[src/rtl/ysyx_22041071_div_issue.sv]
// ysyx_22041071_div_issue
// Requester-side issue/collect controller for the iterative RV64M divider.
// It latches one div/rem op from the EXU and holds the divider inputs stable
// until out_valid. Divide-by-zero and signed overflow are resolved here, and
// word results are sign-extended. A flush drops the op without re-triggering
// the divider.
// Optional macro YSYX_22041071_DIV_FASTPATH_EN: when it is defined, the
// zero/overflow cases complete one cycle after accept and bypass the divider.
// When it is not defined, those cases still go through the divider, and the
// fixed result replaces the divider output at capture.
`timescale 1ns/1ps

module ysyx_22041071_div_issue (
  input  logic        clk,
  input  logic        reset,
  input  logic        flush,
  input  logic        op_valid,
  input  logic [2:0]  op,
  input  logic [63:0] src1,
  input  logic [63:0] src2,
  output logic        op_ready,
  output logic        res_valid,
  output logic [63:0] result,
  output logic        div_valid,
  output logic        div_signed,
  output logic        divw,
  output logic        div_flush,
  output logic [63:0] dividend,
  output logic [63:0] divisor,
  input  logic        div_ready,
  input  logic        out_valid,
  input  logic [63:0] quot,
  input  logic [63:0] rema
);

  typedef enum logic [1:0] {IDLE, WAIT, RESP} state_t;

  state_t      state;
  logic [1:0]  op_q;        // {word, remainder}; signedness lives in div_signed
  logic [63:0] raw_res;
  logic [63:0] norm_res;

  // Returns {hit, value}. A hit is divide-by-zero or signed overflow,
  // and value is the architectural result for that case.
  function automatic logic [64:0] special_case(input logic [2:0]  o,
                                               input logic [63:0] a,
                                               input logic [63:0] b);
    logic word;
    logic zero;
    logic ovf;
    logic [63:0] a_ext;
    word  = o[2];
    a_ext = word ? {{32{a[31]}}, a[31:0]} : a;
    zero  = word ? (b[31:0] == 32'h0) : (b == 64'h0);
    ovf   = !o[0] && (word ? (a[31:0] == 32'h8000_0000 && b[31:0] == 32'hFFFF_FFFF)
                           : (a == 64'h8000_0000_0000_0000 && b == 64'hFFFF_FFFF_FFFF_FFFF));
    if (zero)
      special_case = {1'b1, o[1] ? a_ext : 64'hFFFF_FFFF_FFFF_FFFF};
    else if (ovf)
      special_case = {1'b1, o[1] ? 64'h0 : (word ? 64'hFFFF_FFFF_8000_0000
                                                 : 64'h8000_0000_0000_0000)};
    else
      special_case = 65'h0;
  endfunction

  // A new op is taken only when the divider is idle and nothing is being cancelled
  assign op_ready  = (state == IDLE) && div_ready && !flush;
  assign div_flush = flush;

  // Select the divider output and sign-extend it for word ops
  assign raw_res  = op_q[0] ? rema : quot;
  assign norm_res = op_q[1] ? {{32{raw_res[31]}}, raw_res[31:0]} : raw_res;

`ifdef YSYX_22041071_DIV_FASTPATH_EN
  logic [64:0] acc_special;
  assign acc_special = special_case(op, src1, src2);
`else
  logic [64:0] done_special;
  assign done_special = special_case({op_q[1], op_q[0], ~div_signed}, dividend, divisor);
`endif

  // Issue/collect FSM; every divider-facing output is registered here
  always_ff @(posedge clk) begin
    if (reset) begin
      state      <= IDLE;
      op_q       <= 2'b00;
      res_valid  <= 1'b0;
      result     <= 64'h0;
      div_valid  <= 1'b0;
      div_signed <= 1'b0;
      divw       <= 1'b0;
      dividend   <= 64'h0;
      divisor    <= 64'h0;
    end else if (flush) begin
      // The divider finishes on its own; its late out_valid is ignored in IDLE
      state      <= IDLE;
      res_valid  <= 1'b0;
      div_valid  <= 1'b0;
      div_signed <= 1'b0;
      divw       <= 1'b0;
      dividend   <= 64'h0;
      divisor    <= 64'h0;
    end else begin
      case (state)
        IDLE: begin
          res_valid <= 1'b0;
          if (op_valid && op_ready) begin
            op_q <= {op[2], op[1]};
`ifdef YSYX_22041071_DIV_FASTPATH_EN
            if (acc_special[64]) begin
              result    <= acc_special[63:0];
              res_valid <= 1'b1;
              state     <= RESP;
            end else begin
              div_valid  <= 1'b1;
              div_signed <= !op[0];
              divw       <= op[2];
              dividend   <= src1;
              divisor    <= src2;
              state      <= WAIT;
            end
`else
            div_valid  <= 1'b1;
            div_signed <= !op[0];
            divw       <= op[2];
            dividend   <= src1;
            divisor    <= src2;
            state      <= WAIT;
`endif
          end
        end
        WAIT: begin
          if (out_valid) begin
            // Drop div_valid now so the divider does not restart after DONE
            div_valid  <= 1'b0;
            div_signed <= 1'b0;
            divw       <= 1'b0;
            dividend   <= 64'h0;
            divisor    <= 64'h0;
            res_valid  <= 1'b1;
            state      <= RESP;
`ifdef YSYX_22041071_DIV_FASTPATH_EN
            result <= norm_res;
`else
            result <= done_special[64] ? done_special[63:0] : norm_res;
`endif
          end
        end
        RESP: begin
          res_valid <= 1'b0;
          state     <= IDLE;
        end
        default: state <= IDLE;
      endcase
    end
  end

endmodule

[config.mk]
export PLATFORM = sky130hd
export DESIGN_NAME = ysyx_22041071_div_issue
export DESIGN_NICKNAME = d
export VERILOG_FILES = /design/src/rtl/ysyx_22041071_div_issue.sv
export SDC_FILE = /design/constraint.sdc
export NUM_CORES = 1
export LEC_CHECK = 0
export ABC_AREA = 1
export BUFFER_PORTS_ARGS = -buffer_cell sky130_fd_sc_hd__buf_2
export CORE_AREA = 2 2 178 180
export DETAILED_ROUTE_END_ITERATION = 10
export DIE_AREA = 0 0 180 182
export PLACE_DENSITY = 0.62
export RECOVER_POWER = 25
export SLEW_MARGIN = 20
export SYNTH_ARGS = -nofsm -noshare
export SYNTH_HDL_FRONTEND = slang
export SYNTH_SLANG_ARGS = --single-unit
[constraint.sdc]
create_clock -name clk -period 2.9 [get_ports clk]
set_clock_uncertainty 0.1 [all_clocks]
set_input_delay 0.58 -clock clk [delete_from_list [all_inputs] [get_ports clk]]
set_output_delay 0.58 -clock clk [all_outputs]
set_load 0.1 [all_outputs]
## Word level (Yosys, flattened, before mapping)

Cells that the tools add are included.
Widths: inputs -> output; s select.

| word-level totals | value |
|---|---|
| flip-flop bits (word level) | 200 |
| input bits | 265 |
| output and inout bits | 198 |
| logic and storage cells | 66 |

| cells by class | value |
|---|---|
| equality and inequality tests | 8 |
| mux-type cells | 28 |
| bitwise operators | 1 |
| reductions and logical operators | 20 |

Operator list:

| operator | count |
|---|---|
| $mux 64 | 9 |
| $pmux 64 s2 | 2 |
| $mux 65 | 2 |
| $eq 64x64->1 const B | 2 |
| $eq 32x32->1 const B | 2 |
| $logic_not 64->1 | 1 |
| $mux 63 | 1 |
| $logic_not 32->1 | 1 |
| $reduce_and 3->1 | 3 |
| $pmux 1 s2 | 4 |
| $mux 1 | 7 |
| $logic_and 1x1->1 | 6 |
| $mux 2 | 2 |
| $pmux 2 s2 | 1 |
| $reduce_and 2->1 | 2 |
| $reduce_bool 2->1 | 2 |
| $reduce_or 2->1 | 2 |
| $eq 2x1->1 const B | 1 |
| $eq 2x2->1 const B | 1 |
| $logic_not 1->1 | 2 |
| $logic_not 2->1 | 1 |
| $ne 2x1->1 const B | 1 |
| $ne 2x2->1 const B | 1 |
| $not 1->1 | 1 |

## Logic depth before layout (Yosys ltp)

Gate-level depths: netlist of run 1.

| logic depth | value |
|---|---|
| depth in word-level cells | 7 |
| mapped depth | 14 |
| gate-level depth less buffers | 13 |

## Least setup slack after synthesis of run 1

Ideal clock, no wire load.

| timing path | value |
|---|---|
| path type | input to register |
| start point | input port div_ready |
| end point | register dividend[30] |
| library setup time | 0.132 ns |
| arrival time | 2.714 ns |
| data required time | 2.668 ns |
| setup slack | -0.047 ns |
| stages on the path | 9 |
| path buffers | 2 |
| cell sequence | inv_1 -> nor4_4 -> nand2_1 -> inv_2 -> o21ai_2 -> buf_2 -> buf_2 -> nand2_1 -> a21oi_1 |

| on the way | value |
|---|---|
| longest elaborated chain between the ends | 5 |

RTL lines:

| what | RTL line | RTL |
|---|---|---|
| start, declared | 30 | `input logic div_ready,` |
| $logic_and 1x1->1 (2 in series) | 67 | `assign op_ready = (state == IDLE) && div_ready && !flush;` |
| via op_ready | 21 | `output logic op_ready,` |
| $logic_and 1x1->1 | 107 | `if (op_valid && op_ready) begin` |
| $ne 2x1->1 (no line) | n/a |  |
| $reduce_and 3->1 (no line) | n/a |  |
| end signal, assigned | 126 | `dividend <= src1;` |
| end, declared | 28 | `output logic [63:0] dividend,` |

The timed path passes the listed nets, and every way through them passes these cells.
A chain may end at the register's enable or synchronous reset.

## Worst setup path in the final report of run 1

| timing path | value |
|---|---|
| start point | input port flush |
| end point | register res_valid |

| on the way | value |
|---|---|
| longest elaborated chain between the ends | 1 |

RTL lines:

| what | RTL line | RTL |
|---|---|---|
| start, declared | 16 | `input logic flush,` |
| $reduce_or 2->1 (no line) | n/a |  |
| end signal, assigned | 87 | `res_valid <= 1'b0;` |
| end signal, assigned | 97 | `res_valid <= 1'b0;` |
| end signal, assigned | 106 | `res_valid <= 1'b0;` |
| end, declared | 22 | `output logic res_valid,` |

Every way passes these cells.

==> results_dict.tcl, run 1 <==
set metrics [dict create \
    outcome "complete, no violations" \
    synth_area_leaders "dfxtp_1, nand2_1, a21oi_1, nor2_1, o21ai_0" \
    synthTopCellsByCount "nand2_1, nor2_1, a21oi_1" \
    vias_per_cell 4.95 \
    timing.critical_path.from "flush" \
    max_slew.worst_pin.slew_ps 1270 \
    r2r-start "dividend[35]" \
    critPathBufInv 3 \
    internal_power_uw 4430 \
    synth_xor_area_frac 0 \
    avgSynthCellArea_sq_um 6.57 \
    clock_latency_ps 450 \
    drv_cap 0 \
    route.met3.wl_microns 3020 \
    yosysSeqAreaShare 0.423 \
    ctsResizeCount 0 \
    total_leakage_power_uw 0.00579 \
    wirelength_microns 39700 \
    synth.most_common_cell "nand2_1" \
    routed-wl-met2_microns 18800 \
    clk_path_buf_depth 2 \
    rsz0062_at_grt "no" \
    hold_viol 0 \
    synthMuxAreaShare 0 \
    final_nets 2109 \
    initial_core_util 0.305 \
    place_congestion 0.901 \
    p_per_area_nw_per_um2 514 \
    dr.pass1.iters 5 \
    swShare 0.318 \
    pwr-share-seq 0.434 \
    synth_top_family_by_area "simple AND/OR/NAND/NOR gates" \
    grt_max_degree 92 \
    synthToLayoutAreaGrowth_pct 33.4 \
    cts.clk_slew.worst_paths_ps 80 \
    synth_fa_ha_area_frac 0 \
    first_iter_violations 767 \
    drc_errors 0 \
    synthFlopType "dfxtp_1" \
    timing.rr.end "result[60]" \
    die_w_microns 180 \
    ir_drop_v 0.000274 \
    cp_top_family "buffers and inverters" \
    setup_viol 0 \
    syn_nets 1704 \
    wl_met1_microns 17000 \
    netlist.top_cell.by_area "dfxtp_1" \
    synthDistinctLibCells 27 \
    grt_pass1_vias 10440 \
    hp-class "in2reg" \
    netlist_area_sq_um 9460 \
    die_area_sq_um 32800 \
    worst-r2r-cell-count 12 \
    postLayoutCoreUtil 0.407 \
    core_area_sq_um 31000 \
    io_pins 463 \
    cts_setup_buffers 0 \
    cts_made_buffers 17 \
    antenna_found_initial 6 \
    cts_sinks 200 \
    synth_top_area_share 0.423 \
    synth_cells 1439 \
    root_buffer "clkbuf_16" \
    place_hpwl_microns 29300 \
    cts_tree "done" \
    fill_cells 3410 \
    synth_compound_area_frac 0.216 \
    power_frac_comb 0.184 \
    top_layer "met5" \
    start_kind "primary input" \
    wire_per_inst_microns 17.6 \
    ctsHoldBuffers 0 \
    worstPathArrival_ps 2900 \
    r2r_slack_ps 380 \
    period_needed_ps 2710 \
    crit_path_max_incr_delay_ps 1000 \
    path_cells "clkbuf_1 > inv_1 > nand2_2 > clkbuf_4 > o22ai_1" \
    synthArstFlopShare 0 \
    cp_num_cells 5 \
    switching_power_uw 2060 \
    overflow 0 \
    clkPwrFrac 0.381 \
    grt_use_total 0.232 \
    drive_gt1_frac 0.272 \
    yosys_warnings 0 \
    crit_type "in2reg" \
    period_share 0.935 \
    core.rowCount 65 \
    holdWs_ps 275 \
    max_slew_margin 0.159 \
    synth_edf_count 0 \
    route.vias.total 11186 \
    synth-simple-area-share 0.296 \
    endpoint "res_valid" \
    postRouteAntennaNets 0 \
    clock.fmax_mhz 369 \
    required_ps 3090 \
    worstPathMaxFanout 91 \
    end_kind "flop" \
    die_h_microns 182 \
    maxSlewViolCount 0 \
    worstHoldPathCells 3 \
    slowest_stage "clkbuf_4" \
    tns_ps 0 \
    ys_seq_elements 200 \
    port-buffer-count 462 \
    cts_max_level 4 \
    grt_pass1_wl_microns 59500 \
]
-- cells by family (layout without fill, tap and decap cells) --
group                  after synthesis  after routing
DFF                                200            200
and+or+nand+nor                    720            720
AOI/OAI and AO/OA                  392            392
buffers and inverters              127            545
other                                0              2
-- worst min-delay path by stage --
stage | slack [ps] | to | from
2_1_floorplan | 400 | op_q[1] | op_q[1]
3_3_place_gp | 350 | divw | divw
3_5_place_dp | 350 | divw | divw
4_1_cts | 250 | divisor[9] | src2[9]
5_1_grt | 260 | dividend[25] | src1[25]
6_report | 270 | divisor[9] | src2[9]
-- registers in the layout (all words and copies together) (netlist names) --
name / flops
div_signed: 1
div_valid: 1
dividend: 64
divisor: 64
divw: 1
op_q: 2
res_valid: 1
result: 64
state: 2
-- cells in the final DEF, fill, tap and decap left out, drive strengths merged --
cell | synthesis | layout
buf | 50 | 462
nand2 | 439 | 439
nor2 | 247 | 247
a21oi | 231 | 231
dfxtp | 200 | 200
o21ai | 129 | 129
clkbuf | 56 | 50
o21a | 31 | 31
inv | 20 | 25
nand4 | 20 | 20
nand3 | 9 | 9
clkinvlp | 0 | 3
clkinv | 1 | 3
diode | 0 | 2
bufinv | 0 | 2
or2 | 2 | 2
o22ai | 1 | 1
nor4 | 1 | 1
nor3 | 1 | 1
and2 | 1 | 1
-- cell type report --
| type | count | area [sq um] | share of cell area |
|---|---|---|---|
| Multi-Input combinational cell | 1112 | 4860 | 0.385 |
| Sequential cell | 200 | 4010 | 0.317 |
| Clock buffer | 20 | 447 | 0.0354 |
| Clock inverter | 12 | 140 | 0.0111 |
| Inverter | 21 | 82.6 | 0.00654 |
| Antenna cell | 2 | 5.00 | 0.000397 |
| Tap cell | 402 | 503 | 0.0399 |
| Timing Repair Buffer | 492 | 2580 | 0.204 |
-- stage by stage --
step           cells  setup slack [ps]  total power (uW)  instance area (sq um)
2_1_floorplan   1439              1.23              3670                   9460
3_3_place_gp    2227               323              4080                  12100
3_5_place_dp    2227               290              4080                  12100
4_1_cts         2259               266              6560                  12700
5_1_grt         2261              12.8              6770                  12600
6_report        2261               189              6490                  12600
-- power groups by stage --
stage	clock network, uW	registers, uW	logic, uW
2_1_floorplan	0	3100	570
3_3_place_gp	0	2880	1190
3_5_place_dp	0	2880	1200
4_1_cts	2540	2820	1200
5_1_grt	2640	2820	1300
6_report	2480	2820	1200
-- worst min-delay path: stages --
cell	delay (ps)
buf_2	90
nand2_1	50
a21oi_1	50
-- per-layer routing --
metal / GRT usage / vias up
met3: 0.0544 / 51
met2: 0.383 / 468
li1: - / 5494
met1: 0.295 / 5169
met5: 0 / -
met4: 0.0833 / 4
No activity file was read; power rests on OpenSTA's default activity.
==> inputs of run 2 (changes only) <==
- clock period: 2.9 -> 3.2 ns (I/O delays scaled with it)
==> results_dict.tcl, run 2 (synthesis results as in run 1) <==
set metrics [dict create \
    outcome "complete, but fails checks" \
    failed_checks "max-capacitance violations, max-slew violations" \
    max_slew_margin -0.103 \
    cts.clk_slew.worst_paths_ps 80 \
    crit_type "reg2reg" \
    place_hpwl_microns 28300 \
    period_needed_ps 2640 \
    dp_slack_ps 790 \
    cts_max_level 4 \
    antenna_found_initial 9 \
    slowest_stage "clkbuf_4" \
    crit_path_max_incr_delay_ps 780 \
    start_kind "flop" \
    cts_tree "done" \
    synthToLayoutAreaGrowth_pct 32.1 \
    rsz0062_at_grt "no" \
    r2r_slack_ps 560 \
    clock.fmax_mhz 379 \
    path_cells "nor4_1 > nand2_1 > clkbuf_1 > inv_4 > clkbuf_4 > nand2_1 > a21oi_1" \
    dr.pass1.iters 5 \
    fill_cells 3417 \
    hold_viol 0 \
    core_area_sq_um 31000 \
    wire_per_inst_microns 17.4 \
    overflow 0 \
    place_congestion 0.897 \
    postRouteAntennaNets 0 \
    cts_setup_buffers 0 \
    clk_path_buf_depth 2 \
    root_buffer "clkbuf_16" \
    cp_top_family "buffers and inverters" \
    ctsResizeCount 0 \
    core.rowCount 65 \
    grt_pass1_wl_microns 59700 \
    route.vias.total 11229 \
    p_per_area_nw_per_um2 465 \
    max_slew.worst_pin.slew_ps 1660 \
    final_nets 2099 \
    cts_made_buffers 17 \
    drv_cap 1 \
    vias_per_cell 4.99 \
    mostFrequentLayoutCells "buf_2, nand2_1, nor2_1" \
    crit_top_cell "nand2_1" \
    total_leakage_power_uw 0.00581 \
    largestRegisters "dividend x64, divisor x64, result x64" \
    grt_max_degree 134 \
    first_iter_violations 696 \
    maxSlewViolCount 134 \
    drc_errors 0 \
    wirelength_microns 39200 \
    initial_core_util 0.305 \
    worstPathArrival_ps 2870 \
    die_w_microns 180 \
    period_share 0.824 \
    ctsHoldBuffers 0 \
    cts_sinks 200 \
    setup_viol 0 \
    die_area_sq_um 32800 \
    worstPathMaxFanout 94 \
    drive_gt1_frac 0.279 \
    grt_use_total 0.230 \
    total_power_uw 5810 \
    end_kind "flop" \
    port-buffer-count 462 \
    clock_latency_ps 440 \
    fin_ws_ps 562 \
    tns_ps 0 \
    hp-class "in2reg" \
    ir_drop_v 0.000272 \
    postLayoutCoreUtil 0.403 \
    die_h_microns 182 \
    io_pins 463 \
    grt_pass1_vias 10590 \
    layout_commonest_cell "buf_2" \
    required_ps 3430 \
    critPathBufInv 3 \
]
==> run 2: per-layer routing <==
metal  GRT usage  vias up  wire length, microns
met1       0.292     5198                 16700
met2       0.384      484                 18500
met5           0        -                    52
met3      0.0519       65                  2830
li1            -     5474                     -
met4      0.0810        8                  1090
==> run 2: stage by stage <==
step           std cells  hold slack, ps  cell area, sq um
3_5_place_dp        2217             359             12000
3_3_place_gp        2217             348             12000
5_1_grt             2252             326             12500
4_1_cts             2249             318             12500
2_1_floorplan       1439             397              9460
6_report            2252             341             12500
==> run 2: cell type report <==
type | count | area (sq um) | share of cell area
Timing Repair Buffer | 482 | 2470 | 0.198
Clock inverter | 14 | 138 | 0.0110
Multi-Input combinational cell | 1112 | 4850 | 0.388
Antenna cell | 3 | 7.51 | 0.000601
Inverter | 21 | 82.6 | 0.00661
Sequential cell | 200 | 4010 | 0.321
Clock buffer | 18 | 439 | 0.0351
Tap cell | 402 | 503 | 0.0403
==> run 2: path summary, 6_finish.rpt <==
path                  from            to  cells after the start
setup / recovery  state[0]  dividend[44]                      7
hold / removal    src2[12]   divisor[12]                      3
setup reg to reg  state[0]  dividend[44]                      7
hold reg to reg       divw          divw                      2
==> run 2: report_power, final <==
group	total [uW]	internal, uW	switching, uW
combinational	1070	300	769
sequential	2550	2520	33.8
clock	2190	1120	1070
total	5810	3940	1870
==> run 2: tightest hold or removal path, cell delays in order <==
cell and delay [ps]:
buf_2 90, nand2_1 50, a21oi_1 60
